==> src/rtl/muldiv_if.sv <==
// Handshake and result bundle between the pipeline control and the
// iterative multiply/divide unit.
interface muldiv_if #(
    parameter int WIDTH = 32
) ();
    logic             start;
    logic [5:0]       funct;
    logic [WIDTH-1:0] a;
    logic [WIDTH-1:0] b;
    logic             cancel;
    logic             busy;
    logic             done;
    logic [WIDTH-1:0] hi;
    logic [WIDTH-1:0] lo;
    logic             div0;

    modport master (
        output start, funct, a, b, cancel,
        input  busy, done, hi, lo, div0
    );

    modport slave (
        input  start, funct, a, b, cancel,
        output busy, done, hi, lo, div0
    );
endinterface

==> src/rtl/muldiv_unit.sv <==
// Iterative MIPS multiply/divide unit with HI/LO registers.
// Radix-2 shift-add multiply and restoring divide run on magnitudes; the
// signs are fixed up in a single FIX cycle before HI/LO are written.
module muldiv_unit #(
    parameter int WIDTH = 32
) (
    input  logic     clk,
    input  logic     rst_n,
    muldiv_if.slave  bus
);
    localparam int CW = $clog2(WIDTH);

    localparam logic [1:0] ST_IDLE = 2'd0;
    localparam logic [1:0] ST_RUN  = 2'd1;
    localparam logic [1:0] ST_FIX  = 2'd2;

    localparam logic [5:0] FN_MULT  = 6'b011000;
    localparam logic [5:0] FN_MULTU = 6'b011001;
    localparam logic [5:0] FN_DIV   = 6'b011010;
    localparam logic [5:0] FN_DIVU  = 6'b011011;
    localparam logic [5:0] FN_MTHI  = 6'b010001;
    localparam logic [5:0] FN_MTLO  = 6'b010011;

    localparam logic [CW-1:0] CNT_LAST = CW'(WIDTH - 1);
    localparam logic [CW-1:0] CNT_ONE  = CW'(1);

    // Two's-complement negation at operand width
    function automatic logic [WIDTH-1:0] neg_w(input logic [WIDTH-1:0] v);
        return ~v + {{(WIDTH-1){1'b0}}, 1'b1};
    endfunction

    // Two's-complement negation at product width
    function automatic logic [2*WIDTH-1:0] neg_2w(input logic [2*WIDTH-1:0] v);
        return ~v + {{(2*WIDTH-1){1'b0}}, 1'b1};
    endfunction

    // Magnitude of an operand when the operation is signed, raw value otherwise
    function automatic logic [WIDTH-1:0] mag(input logic [WIDTH-1:0] v, input logic sgn);
        logic [WIDTH-1:0] r;
        if (sgn && v[WIDTH-1]) begin
            r = neg_w(v);
        end else begin
            r = v;
        end
        return r;
    endfunction

    logic [1:0]         state_r;
    logic [CW-1:0]      cnt_r;
    logic [2*WIDTH-1:0] acc_r;      // mult: {partial, multiplier}; div: {remainder, quotient}
    logic [WIDTH-1:0]   op_r;       // multiplicand or divisor magnitude
    logic [WIDTH-1:0]   a_raw_r;    // dividend as issued, returned in HI on divide by zero
    logic               mul_r;
    logic               neg_q_r;    // product / quotient needs negation
    logic               neg_r_r;    // remainder needs negation
    logic [WIDTH-1:0]   hi_r;
    logic [WIDTH-1:0]   lo_r;
    logic               done_r;
    logic               div0_r;

    logic               is_md_s;
    logic               is_mul_s;
    logic               is_sgn_s;
    logic [WIDTH-1:0]   a_mag_s;
    logic [WIDTH-1:0]   b_mag_s;
    logic [WIDTH:0]     mul_sum_s;
    logic [WIDTH:0]     div_shift_s;
    logic [WIDTH:0]     div_trial_s;
    logic [2*WIDTH-1:0] acc_next_s;
    logic               div_zero_s;
    logic [2*WIDTH-1:0] prod_s;
    logic [WIDTH-1:0]   res_hi_s;
    logic [WIDTH-1:0]   res_lo_s;

    // Decode the funct field into operation class
    always_comb begin
        is_md_s  = 1'b0;
        is_mul_s = 1'b0;
        is_sgn_s = 1'b0;
        case (bus.funct)
            FN_MULT: begin
                is_md_s  = 1'b1;
                is_mul_s = 1'b1;
                is_sgn_s = 1'b1;
            end
            FN_MULTU: begin
                is_md_s  = 1'b1;
                is_mul_s = 1'b1;
            end
            FN_DIV: begin
                is_md_s  = 1'b1;
                is_sgn_s = 1'b1;
            end
            FN_DIVU: begin
                is_md_s  = 1'b1;
            end
            default: begin
                is_md_s  = 1'b0;
            end
        endcase
    end

    assign a_mag_s = mag(bus.a, is_sgn_s);
    assign b_mag_s = mag(bus.b, is_sgn_s);

    // One radix-2 iteration: shift-add for multiply, restoring shift-subtract for divide
    always_comb begin
        mul_sum_s   = {1'b0, acc_r[2*WIDTH-1:WIDTH]};
        div_shift_s = acc_r[2*WIDTH-1:WIDTH-1];
        div_trial_s = div_shift_s - {1'b0, op_r};
        acc_next_s  = acc_r;
        if (acc_r[0]) begin
            mul_sum_s = {1'b0, acc_r[2*WIDTH-1:WIDTH]} + {1'b0, op_r};
        end else begin
            mul_sum_s = {1'b0, acc_r[2*WIDTH-1:WIDTH]};
        end
        if (mul_r) begin
            acc_next_s = {mul_sum_s, acc_r[WIDTH-1:1]};
        end else if (!div_trial_s[WIDTH]) begin
            acc_next_s = {div_trial_s[WIDTH-1:0], acc_r[WIDTH-2:0], 1'b1};
        end else begin
            acc_next_s = {div_shift_s[WIDTH-1:0], acc_r[WIDTH-2:0], 1'b0};
        end
    end

    // Sign correction and divide-by-zero substitution for the FIX cycle
    always_comb begin
        div_zero_s = !mul_r && (op_r == {WIDTH{1'b0}});
        prod_s     = acc_r;
        res_hi_s   = acc_r[2*WIDTH-1:WIDTH];
        res_lo_s   = acc_r[WIDTH-1:0];
        if (mul_r) begin
            if (neg_q_r) begin
                prod_s = neg_2w(acc_r);
            end else begin
                prod_s = acc_r;
            end
            res_hi_s = prod_s[2*WIDTH-1:WIDTH];
            res_lo_s = prod_s[WIDTH-1:0];
        end else if (div_zero_s) begin
            res_hi_s = a_raw_r;
            res_lo_s = {WIDTH{1'b1}};
        end else begin
            if (neg_q_r) begin
                res_lo_s = neg_w(acc_r[WIDTH-1:0]);
            end else begin
                res_lo_s = acc_r[WIDTH-1:0];
            end
            if (neg_r_r) begin
                res_hi_s = neg_w(acc_r[2*WIDTH-1:WIDTH]);
            end else begin
                res_hi_s = acc_r[2*WIDTH-1:WIDTH];
            end
        end
    end

    // Control FSM, iteration datapath and HI/LO/flag registers
    always_ff @(posedge clk or negedge rst_n) begin
        if (!rst_n) begin
            state_r <= ST_IDLE;
            cnt_r   <= '0;
            acc_r   <= '0;
            op_r    <= '0;
            a_raw_r <= '0;
            mul_r   <= 1'b0;
            neg_q_r <= 1'b0;
            neg_r_r <= 1'b0;
            hi_r    <= '0;
            lo_r    <= '0;
            done_r  <= 1'b0;
            div0_r  <= 1'b0;
        end else begin
            done_r <= 1'b0;
            case (state_r)
                ST_IDLE: begin
                    if (bus.start && !bus.cancel) begin
                        if (is_md_s) begin
                            state_r <= ST_RUN;
                            cnt_r   <= CNT_LAST;
                            mul_r   <= is_mul_s;
                            a_raw_r <= bus.a;
                            neg_q_r <= is_sgn_s && (bus.a[WIDTH-1] ^ bus.b[WIDTH-1]);
                            neg_r_r <= is_sgn_s && bus.a[WIDTH-1];
                            div0_r  <= 1'b0;
                            if (is_mul_s) begin
                                acc_r <= {{WIDTH{1'b0}}, b_mag_s};
                                op_r  <= a_mag_s;
                            end else begin
                                acc_r <= {{WIDTH{1'b0}}, a_mag_s};
                                op_r  <= b_mag_s;
                            end
                        end else if (bus.funct == FN_MTHI) begin
                            hi_r <= bus.a;
                        end else if (bus.funct == FN_MTLO) begin
                            lo_r <= bus.a;
                        end
                    end
                end
                ST_RUN: begin
                    if (bus.cancel) begin
                        state_r <= ST_IDLE;
                    end else begin
                        acc_r <= acc_next_s;
                        if (cnt_r == '0) begin
                            state_r <= ST_FIX;
                        end else begin
                            cnt_r <= cnt_r - CNT_ONE;
                        end
                    end
                end
                ST_FIX: begin
                    state_r <= ST_IDLE;
                    if (!bus.cancel) begin
                        hi_r   <= res_hi_s;
                        lo_r   <= res_lo_s;
                        done_r <= 1'b1;
                        div0_r <= div_zero_s;
                    end
                end
                default: begin
                    state_r <= ST_IDLE;
                end
            endcase
        end
    end

    assign bus.busy = (state_r != ST_IDLE);
    assign bus.done = done_r;
    assign bus.hi   = hi_r;
    assign bus.lo   = lo_r;
    assign bus.div0 = div0_r;
endmodule

==> src/flat_wrapper.sv <==
// flat-port wrapper written by rule: the top's interface ports become plain ports
module muldiv_unit_flat 
#(
    parameter int WIDTH = 32
)
  (clk, rst_n, bus_start, bus_funct, bus_a, bus_b, bus_cancel, bus_busy, bus_done, bus_hi, bus_lo, bus_div0);
  muldiv_if #(.WIDTH(WIDTH)) bus_i ();
  input  logic clk;
  input  logic rst_n;
  input wire logic [$bits(bus_i.start)-1:0] bus_start;
  input wire logic [$bits(bus_i.funct)-1:0] bus_funct;
  input wire logic [$bits(bus_i.a)-1:0] bus_a;
  input wire logic [$bits(bus_i.b)-1:0] bus_b;
  input wire logic [$bits(bus_i.cancel)-1:0] bus_cancel;
  output wire logic [$bits(bus_i.busy)-1:0] bus_busy;
  output wire logic [$bits(bus_i.done)-1:0] bus_done;
  output wire logic [$bits(bus_i.hi)-1:0] bus_hi;
  output wire logic [$bits(bus_i.lo)-1:0] bus_lo;
  output wire logic [$bits(bus_i.div0)-1:0] bus_div0;
  assign bus_i.start = bus_start;
  assign bus_i.funct = bus_funct;
  assign bus_i.a = bus_a;
  assign bus_i.b = bus_b;
  assign bus_i.cancel = bus_cancel;
  assign bus_busy = bus_i.busy;
  assign bus_done = bus_i.done;
  assign bus_hi = bus_i.hi;
  assign bus_lo = bus_i.lo;
  assign bus_div0 = bus_i.div0;
  muldiv_unit #(.WIDTH(WIDTH)) u_core (.clk(clk), .rst_n(rst_n), .bus(bus_i));
endmodule
==> config.mk <==
export PLATFORM = sky130hd
export DESIGN_NAME = muldiv_unit_flat
export DESIGN_NICKNAME = d
export VERILOG_FILES = /design/src/rtl/muldiv_if.sv /design/src/rtl/muldiv_unit.sv /design/src/flat_wrapper.sv
export SDC_FILE = /design/constraint.sdc
export NUM_CORES = 1
export LEC_CHECK = 0
export ABC_AREA = 1
export CORE_ASPECT_RATIO = 0.5
export CORE_UTILIZATION = 50
export DETAILED_ROUTE_END_ITERATION = 12
export PLACE_DENSITY = 0.79
export SLEW_MARGIN = 20
export SYNTH_ARGS = -nofsm -noshare
export SYNTH_HDL_FRONTEND = slang
export SYNTH_SLANG_ARGS = --single-unit
==> constraint.sdc <==
create_clock -name clk -period 3.7 [get_ports clk]
set_input_delay 0.555 -clock clk [delete_from_list [all_inputs] [get_ports clk]]
set_output_delay 0.555 -clock clk [all_outputs]
set_load 0.02 [all_outputs]
==> results.cfg <==
[synthesis]
synth-seq-area-share_pct = 24.4
ys_async_sr_fraction_pct = 100
yosysTopAreaCellShare_pct = 24.4
netlist_instances = 3582
ys_warn_count = 0
synth-seq-cells = 204
syn-num-nets = 3728
synth_area_leader_cell = dfrtp_1
syn_avg_cell_area_um2 = 5.83
syn_area_um2 = 20900
netlist_top_cells_area = dfrtp_1, nand2_1, nor2_1
synth.distinct_cells = 51
synth_edf_count = 0
synthFlopType = dfrtp_1

[sta]
period_minus_slack_ps = 3400
rsz0062_at_grt = false
final.setup.tns_ps = 0
hold_viol = 0
min_period_over_period_pct = 92.0
setup_viol = 0
slew_headroom_pct = 29.0
fmax_mhz = 294
drv_slew = 0
finClkSkew_ps = 44.4
worst_pin_slew_ps = 1060

[job]
cap_violations = 0

[setup_path]
crit_path_frequent_cell = nand2_1
worstPathMaxFanout = 36
critPathCaptureType = flip-flop
path_class = reg2reg
path_buf_inv = 3
cp-start-kind = flip-flop
cp_data_arrival_time_ps = 3830
crit_family = simple AND/OR/NAND/NOR gates
critical_path_required_ps = 4130
cp_cell_sequence = inv_1 > ha_1 > fa_1 > inv_1 > nand2_1 > nand2_1 > nand3_1 > nand2_2 > nand2_2 > nand2_4 > nand2_4 > nand2_2 > nand2_4 > nand2_8 > inv_6 > nand2_1 > nand3_1 > nand2_1 > nand2_1
slowest_delay_ps = 540
slowest_stage = dfrtp_1

[detailed_routing]
drc = 0
first_iter_violations = 4328
vias = 25590
drt_wl_total_um = 102000
firstDrtPassIters = 8
viasPerCell = 6.05
ant_nets = 0
avgRoutedWirePerCell_um = 24.2

[clocking]
numCtsBuffers = 22
clkSinkCount = 204
hold_buffers = 0
worstSkewPairLatency_ps = 580
htree_levels = 1
cts-resized-gates = 0
cts_tree = done
cts_setup_buffers = 0
cts_root_buf = clkbuf_16
clk_pin_slew_ps = 70
clockBufferDepth = 3

[run_status]
outcome = complete, no violations

[global_routing]
met3_usage_pct = 22.1
grt_pass1_wl_um = 150000
grt_use_met1_pct = 65.6
use_met2_pct = 64.0
grt_max_degree = 82
antenna_found_initial = 5
gr-usage-all-layers_pct = 47.4
top_usage_layer = met1
grt_pass1_vias = 23069
grt_overflow = 0

[final_layout]
syn_to_final_growth_pct = 13.1
num-nets-final = 3817
n_fill_cell = 4213
final_area_um2 = 23600
final_cells = 4227
layout-drive-gt1-share_pct = 5.32

[placement]
dp_cells = 4187
place_area_um2 = 22900
io_buffers = 140
routabilityCongestion = 1.10
dp_hpwl_um = 82000

[power_and_ir_drop]
power_leakage_uw = 0.0121
power_density_nw_per_um2 = 610
vdd_ir_drop_max_mv = 0.397
power_uw = 14400

[floorplanning]
die_y_um = 147
pin_count = 141
initial_core_util_pct = 51.2
dieArea_um2 = 42600
rows = 52
die_x_um = 291
core_um2 = 40800

[min_path]
hp-class = in2async
Yosys cell counts, drive strengths merged (37+ instances only):
master and n:
nand2 1125, clkbuf 76, nand4 45, dfrtp 204, o21ai 219, nor2 481, inv 471, xor2 74
a21oi 234, buf 62, nand3 327, ha 70, o211ai 37
registers in the layout, summed over array words and instances, names as in the netlist:
register / flops
u_core.neg_r_r: 1
u_core.cnt_r: 5
u_core.bus.hi: 32
u_core.neg_q_r: 1
u_core.bus.div0: 1
u_core.bus.lo: 32
u_core.mul_r: 1
u_core.state_r: 2
u_core.op_r: 32
u_core.acc_r: 64
u_core.a_raw_r: 32
u_core.bus.done: 1
placed cells by master (no fill, tap or decap), types with 4 or more instances in the layout:
cell	count
o21ai_0	176
nor4_1	4
o31ai_1	6
nand4_1	45
or2_2	15
a22oi_1	15
clkdlybuf4s50_1	139
a21boi_1	18
ha_1	70
xor2_1	74
o21ai_1	37
xnor2_1	12
and2_1	4
nand2_2	9
nor2_2	14
inv_2	23
o221ai_1	16
inv_1	447
nand3b_1	16
a21oi_1	231
nand2_1	1112
nor3_1	23
o21bai_1	6
o21ai_2	6
dfrtp_1	202
nor2_4	13
clkinv_2	5
clkbuf_8	5
clkbuf_16	22
buf_4	61
o211ai_1	37
nor2_1	454
a31oi_1	5
nand3_1	324
worst paths after layout:
check / cells past startpoint / end / slack, ps / start
setup / recovery: 19 / u_core.acc_r[41] / 300 / u_core.acc_r[31]
hold / removal: 1 / u_core.bus.hi[4] / 30 / rst_n
setup reg to reg: 19 / u_core.acc_r[41] / 300 / u_core.acc_r[31]
hold reg to reg: 2 / u_core.a_raw_r[30] / 490 / u_core.a_raw_r[30]
max in group asynchronous: 2 / u_core.acc_r[46] / 2500 / rst_n
min in group clk: 2 / u_core.a_raw_r[30] / 490 / u_core.a_raw_r[30]
routing by layer:
metal | wire length (um) | up-vias
li1 | - | 11639
met1 | 41800 | 11790
met2 | 38600 | 1865
met3 | 17600 | 286
met4 | 4030 | 10
met5 | 158 | -
area by class of cell:
class	count	area [um2]	share of cell area, %
multi-input combinational	2767	13400	56.7
tap	540	676	2.86
antenna	1	2.50	0.0106
clock buffer	28	613	2.60
inverter	473	1780	7.54
clock inverter	11	138	0.583
timing repair buffer	203	1900	8.06
sequential	204	5110	21.6
through the flow:
stage | util, % | hold slack (ps) | setup WS [ps]
final | 57.9 | 26.2 | 296
after global routing | 57.9 | 66.9 | 143
after CTS | 57.9 | 66.2 | 447
after detailed placement | 56.1 | 475 | 504
after global placement | 56.1 | 466 | 553
after floorplan | - | 259 | 1320
where the power goes:
group	internal, uW	leakage (uW)	total, uW	switching [uW]
logic	2620	0.00928	8460	5840
clock network	1330	0.000362	2420	1090
registers	2750	0.00244	3540	787
total	6690	0.0121	14400	7720
cell families after synthesis:
family                   synth area share (%)
AND/OR/NAND/NOR                          41.0
buffers and inverters                    11.4
AO/OA/AOI/OAI                            15.1
flip-flops                               24.4
XOR/XNOR                                 3.61
adder cells (fa/ha/maj)                  4.39
Power figures use the tool's default switching activity.
